==> src/rtl/seq_arith_pkg.sv <==
// Shared definitions for the sequential arithmetic blocks: default operand
// width and the common IDLE/CALC/DONE state encoding.
package seq_arith_pkg;

  localparam int DEFAULT_WIDTH = 8;

  typedef enum logic [1:0] {
    IDLE = 2'd0,
    CALC = 2'd1,
    DONE = 2'd2
  } seq_state_t;

endpackage : seq_arith_pkg

==> src/rtl/mul_add_step.sv <==
// One shift-add step of the sequential multiply-add: adds rop << bit_idx to
// the accumulator when the current multiplier bit is set.
module mul_add_step #(
  parameter int WIDTH = 8,
  parameter int CW    = (WIDTH > 1) ? $clog2(WIDTH) : 1
) (
  input  logic [2*WIDTH-1:0] acc,
  input  logic [WIDTH-1:0]   rop,
  input  logic [CW-1:0]      bit_idx,
  input  logic               quot_bit,
  output logic [2*WIDTH-1:0] next_acc
);

  logic [2*WIDTH-1:0] shifted;

  assign shifted  = {{WIDTH{1'b0}}, rop} << bit_idx;
  assign next_acc = quot_bit ? (acc + shifted) : acc;

endmodule : mul_add_step

==> src/rtl/seq_mul_add8.sv <==
// Sequential multiply-add: lop = quot*rop + mod, one multiplier bit per cycle,
// with ready/valid handshakes on both sides and no overlap between operations.
module seq_mul_add8
  import seq_arith_pkg::*;
#(
  parameter int WIDTH = DEFAULT_WIDTH
) (
  input  logic               clk,
  input  logic               reset_n,
  input  logic               in_valid,
  output logic               in_ready,
  input  logic [WIDTH-1:0]   quot,
  input  logic [WIDTH-1:0]   rop,
  input  logic [WIDTH-1:0]   mod,
  output logic               out_valid,
  input  logic               out_ready,
  output logic [2*WIDTH-1:0] lop,
  output logic               ovf,
  output logic               rem_err
);

  localparam int CW = (WIDTH > 1) ? $clog2(WIDTH) : 1;

  seq_state_t         state, next_state;
  logic [WIDTH-1:0]   quot_r, rop_r;
  logic [CW-1:0]      cnt;
  logic [2*WIDTH-1:0] acc, next_acc;
  logic               rem_err_pend;
  logic               accept, last_step;

  assign accept    = in_valid && in_ready;
  assign last_step = (state == CALC) && (cnt == CW'(WIDTH - 1));

  mul_add_step #(
    .WIDTH (WIDTH),
    .CW    (CW)
  ) u_step (
    .acc      (acc),
    .rop      (rop_r),
    .bit_idx  (cnt),
    .quot_bit (quot_r[cnt]),
    .next_acc (next_acc)
  );

  always_ff @(posedge clk or negedge reset_n) begin
    if (!reset_n) state <= IDLE;
    else          state <= next_state;
  end

  always_comb begin
    next_state = state;
    unique case (state)
      IDLE:    if (accept) next_state = CALC;
      CALC:    if (last_step) next_state = DONE;
      DONE:    if (out_ready) next_state = IDLE;
      default: next_state = IDLE;
    endcase
  end

  always_comb begin
    in_ready  = (state == IDLE);
    out_valid = (state == DONE);
  end

  // Result registers only change on the final CALC step, so they hold across
  // the handshake until the next result lands.
  always_ff @(posedge clk or negedge reset_n) begin
    if (!reset_n) begin
      quot_r       <= '0;
      rop_r        <= '0;
      cnt          <= '0;
      acc          <= '0;
      rem_err_pend <= 1'b0;
      lop          <= '0;
      ovf          <= 1'b0;
      rem_err      <= 1'b0;
    end else if (accept) begin
      quot_r       <= quot;
      rop_r        <= rop;
      cnt          <= '0;
      acc          <= {{WIDTH{1'b0}}, mod};
      rem_err_pend <= (mod >= rop);
    end else if (state == CALC) begin
      acc <= next_acc;
      cnt <= cnt + CW'(1);
      if (last_step) begin
        lop     <= next_acc;
        ovf     <= |next_acc[2*WIDTH-1:WIDTH];
        rem_err <= rem_err_pend;
      end
    end
  end

endmodule : seq_mul_add8

==> config.mk <==
export PLATFORM = sky130hd
export DESIGN_NAME = seq_mul_add8
export DESIGN_NICKNAME = d
export VERILOG_FILES = /design/src/rtl/seq_arith_pkg.sv /design/src/rtl/mul_add_step.sv /design/src/rtl/seq_mul_add8.sv
export SDC_FILE = /design/constraint.sdc
export NUM_CORES = 1
export LEC_CHECK = 0
export BUFFER_PORTS_ARGS = -buffer_cell sky130_fd_sc_hd__buf_2
export CAP_MARGIN = 20
export CORE_AREA = 4 4 100 102
export CTS_CLUSTER_SIZE = 16
export DETAILED_ROUTE_END_ITERATION = 16
export DIE_AREA = 0 0 104 106
export GPL_ROUTABILITY_DRIVEN = 0
export SLEW_MARGIN = 0
export SYNTH_ARGS = -nofsm -noshare
export SYNTH_HDL_FRONTEND = slang
export SYNTH_SLANG_ARGS = --single-unit
==> constraint.sdc <==
create_clock -name clk -period 3.2 [get_ports clk]
set_clock_uncertainty 0.05 [all_clocks]
set_input_delay 0.16 -clock clk [delete_from_list [all_inputs] [get_ports clk]]
set_output_delay 0.16 -clock clk [all_outputs]
set_load 0.02 [all_outputs]
==> results by group <==
Run
  – Max-Cap Viols: 0

STA
  – RSZ-0062 raised after global routing: yes
  – Final worst slack: -0.0277 ns
  – Min Tclk post-route: about 3.2 ns
  – Final worst path period share: 1.01
  – Worst Tran Pin Value: slightly below 0.7 ns
  – Finish-stage setup viols: 1
  – Final hold vios: 0
  – Fin. max-slew vios: 0
  – Fin Setup TNS: -0.0277 ns
  – Max Clk Rate: 310 MHz
  – Slew HR: 0.539

Min path
  – Hold Path Class: input pin to flop

Layout
  – Most common cell after layout, fill and taps aside: nand2_1
  – Area Growth Syn to Fin: 24.9%
  – Fin nets: about 540
  – Share of layout cells above drive strength 1: 0.248
  – N_diodes: 0
  – Final Util: 0.492
  – Commonest non-fill, non-tap cells in the layout: nand2_1 (74), dfrtp_1 (55), buf_2 (47), buf_4 (37), o21ai_0 (32)

Floorplanning
  – Die Footprint: 11,000 um2
  – Die Y: 106 um
  – Ports: 48
  – Die width: roughly 100 um
  – Core ar.: around 9100 um2
  – Initial Utilization: 0.394
  – Site Rows: 35

Worst setup path
  – CP peak stage delay: 0.43 ns
  – Kind of critical path: flop to flop
  – Required time worst endpoint: around 3.4 ns
  – Worst-path fanout max: 7
  – Worst path slowest cell: dfrtp_1
  – CP Launch Type: flop
  – Crit end category: flop
  – Arrival @ worst endpoint: 3.42 ns
  – Crit path cell chain: buf_6, mux2i_2, mux2_2, mux2i_1, ha_1, and3_4, a2111oi_4, a311oi_2, or4_1, nand4_1, nor2_1, o2111a_1, a31oi_1

Routing
  – Iter 0 DRT Violations: approximately 200
  – Detailed Routing Iterations Pass 1: 7
  – DR WL/cell: ~16 um
  – Remaining DRCs: 0
  – Post-DR vias/cell: 5.52
  – Final ANT Viol Nets: 0
  – Final wirelength: 9660 um
  – Via count: between 3,000 and 4,000

Placement
  – Detailed Place HPWL: about 7300 um
  – I/O Buffers: 47

Global route
  – Overflow left after global routing: 0
  – Vias in the first global route: approximately 3,200
  – GRT Overall Usage: 0.179
  – Initial antenna violation count: 0
  – Largest net degree at the start of global routing: 31
  – First-pass GRT wire length: around 16,000 um

Yosys
  – Simple-gate share of the synthesized area: 0.176
  – Synth top area share: 0.391
  – Post-Synth XOR/XNOR Area: 0.0317
  – Mean post-synth cell area: between 8 and 9 um2
  – Prevailing post-synth register cell: dfrtp_1
  – Number of flops mapped to enable cells by yosys: 0
  – Largest family of logic cells by synthesized area: compound AO/OA/AOI/OAI gates
  – Adder-Cell Fraction of Synth Area: 0.0927
  – Multiplexer share of the synthesized area: 0.0896
  – Async set-reset flop share out of synthesis: 1.00
  – Yosys reg bits: between 50 and 60
  – Yosys warns: 0
  – Post-synthesis compound-gate area fraction: 0.179
  – Register area share after synthesis: 0.391
  – Unique masters post-synth: 46
  – Area leader, netlist: dfrtp_1
  – Syn nets: 456
  – Area contributors post-synth: dfrtp_1 (39%), ha_1 (8.7%), nand2_1 (7.7%), mux2i_1 (6.1%), o21ai_0 (5.4%)
  – Cell area after synthesis: 3590 um2
  – Post-Syn Instances: 402

CTS
  – CTS Buf Count: 5
  – H-tree depth: 2
  – Root buf cell: clkbuf_8
  – CTS tree: done
  – Max clock buf depth: 2
  – Worst skew pair latency: roughly 0.31 ns
  – Clk slew on worst S/H paths: between 0.1 and 0.15 ns
  – CTS sink cnt: 56

Status
  – Failing checks: negative setup slack
  – Status: complete, but fails checks

Power
  – Pwr/cell area: 1250 nW/um2
  – Leak: between 2 and 2.5 nW
  – VDD IR max: about 370 uV
## worst max-delay path, delay by kind of cell (launching register included)
family | cells | cell delay [ns]
compound gates | 4 | 0.82
simple gates | 4 | 0.78
mux | 3 | 0.63
flops | 1 | 0.43
fa+ha+maj | 1 | 0.28
buf+inv | 1 | 0.16
## per-stage QoR
stage / hold WS (ns) / power (mW) / cell area (um2) / worst slack [ns] / std cells
5_1_grt: 0.0312 / 6.06 / 4480 / -0.240 / 594
3_3_place_gp: 0.191 / 4.87 / 4190 / -0.0254 / 574
6_report: 0.0193 / 5.60 / 4480 / -0.0277 / 594
4_1_cts: 0.0128 / 5.43 / 4410 / 0.00630 / 592
3_5_place_dp: 0.198 / 4.94 / 4190 / -0.0773 / 574
2_1_floorplan: -0.186 / 3.65 / 3630 / 0.00410 / 402
## synth_stat cells (9+ instances only)
cell       n
o21ai_0   39
dfrtp_1   56
a21o_1    15
inv_1     15
mux2i_1   22
nand2_1   74
nor2_1    20
ha_1      25
clkbuf_1  19
a21oi_1   15
nor3_1     9
## layer usage
layer	up-vias	part of all wire	GRT usage
met4	0	0.025	0.0646
met1	1586	0.46	0.240
met5	-	0	0
met3	15	0.057	0.0322
met2	93	0.45	0.292
li1	1582	-	-
## sequential cells by signal, indices dropped and copies added (netlist names)
| register | cells |
|---|---|
| acc | 16 |
| state | 2 |
| cnt | 3 |
| ovf | 1 |
| rem_err_pend | 1 |
| lop | 16 |
| quot_r | 8 |
| rem_err | 1 |
| rop_r | 8 |
## logic make-up (layout without fill, tap and decap cells)
logic type,after synthesis,after routing
XOR/XNOR,13,13
buffers and inverters,38,119
AO/OA/AOI/OAI,100,100
adder cells (fa/ha/maj),26,26
flip-flops,56,56
multiplexers,29,29
AND/OR/NAND/NOR,140,140
## what timing repair did
action                     4_1_cts  5_1_grt
resized for setup                8       18
setup endpoints to repair        5       13
pin swaps                        3        9
hold buffers                    10        0
hold endpoints to repair        38        0
buffers inserted                 0        2
## final timing paths
path	startpoint	depth (start not counted)	to	slack (ns)
min in group asynchronous	reset_n	2	acc[13]	0.36
setup / recovery	cnt[1]	13	ovf	-0.03
setup reg to reg	cnt[1]	13	ovf	-0.03
max in group asynchronous	reset_n	3	cnt[0]	1.89
hold / removal	rop[0]	3	rop_r[0]	0.02
hold reg to reg	rem_err	2	rem_err	0.43
## power breakdown
part           internal, mW  leakage [nW]  switching (mW)
combinational          1.79          1.57            2.12
sequential             1.02         0.708           0.253
clock                 0.177        0.0445           0.242
## final cells by class
type / instances / area [um2]
clock buffers: 7 / 86.3
flip-flops and latches: 56 / 1400
repair buffers: 96 / 636
fillers: 877 / 4630
inverters: 15 / 56.3
clock inverters: 1 / 7.51
multi-input cells: 308 / 2160
well taps: 111 / 139
Power figures use the tool's default switching activity.
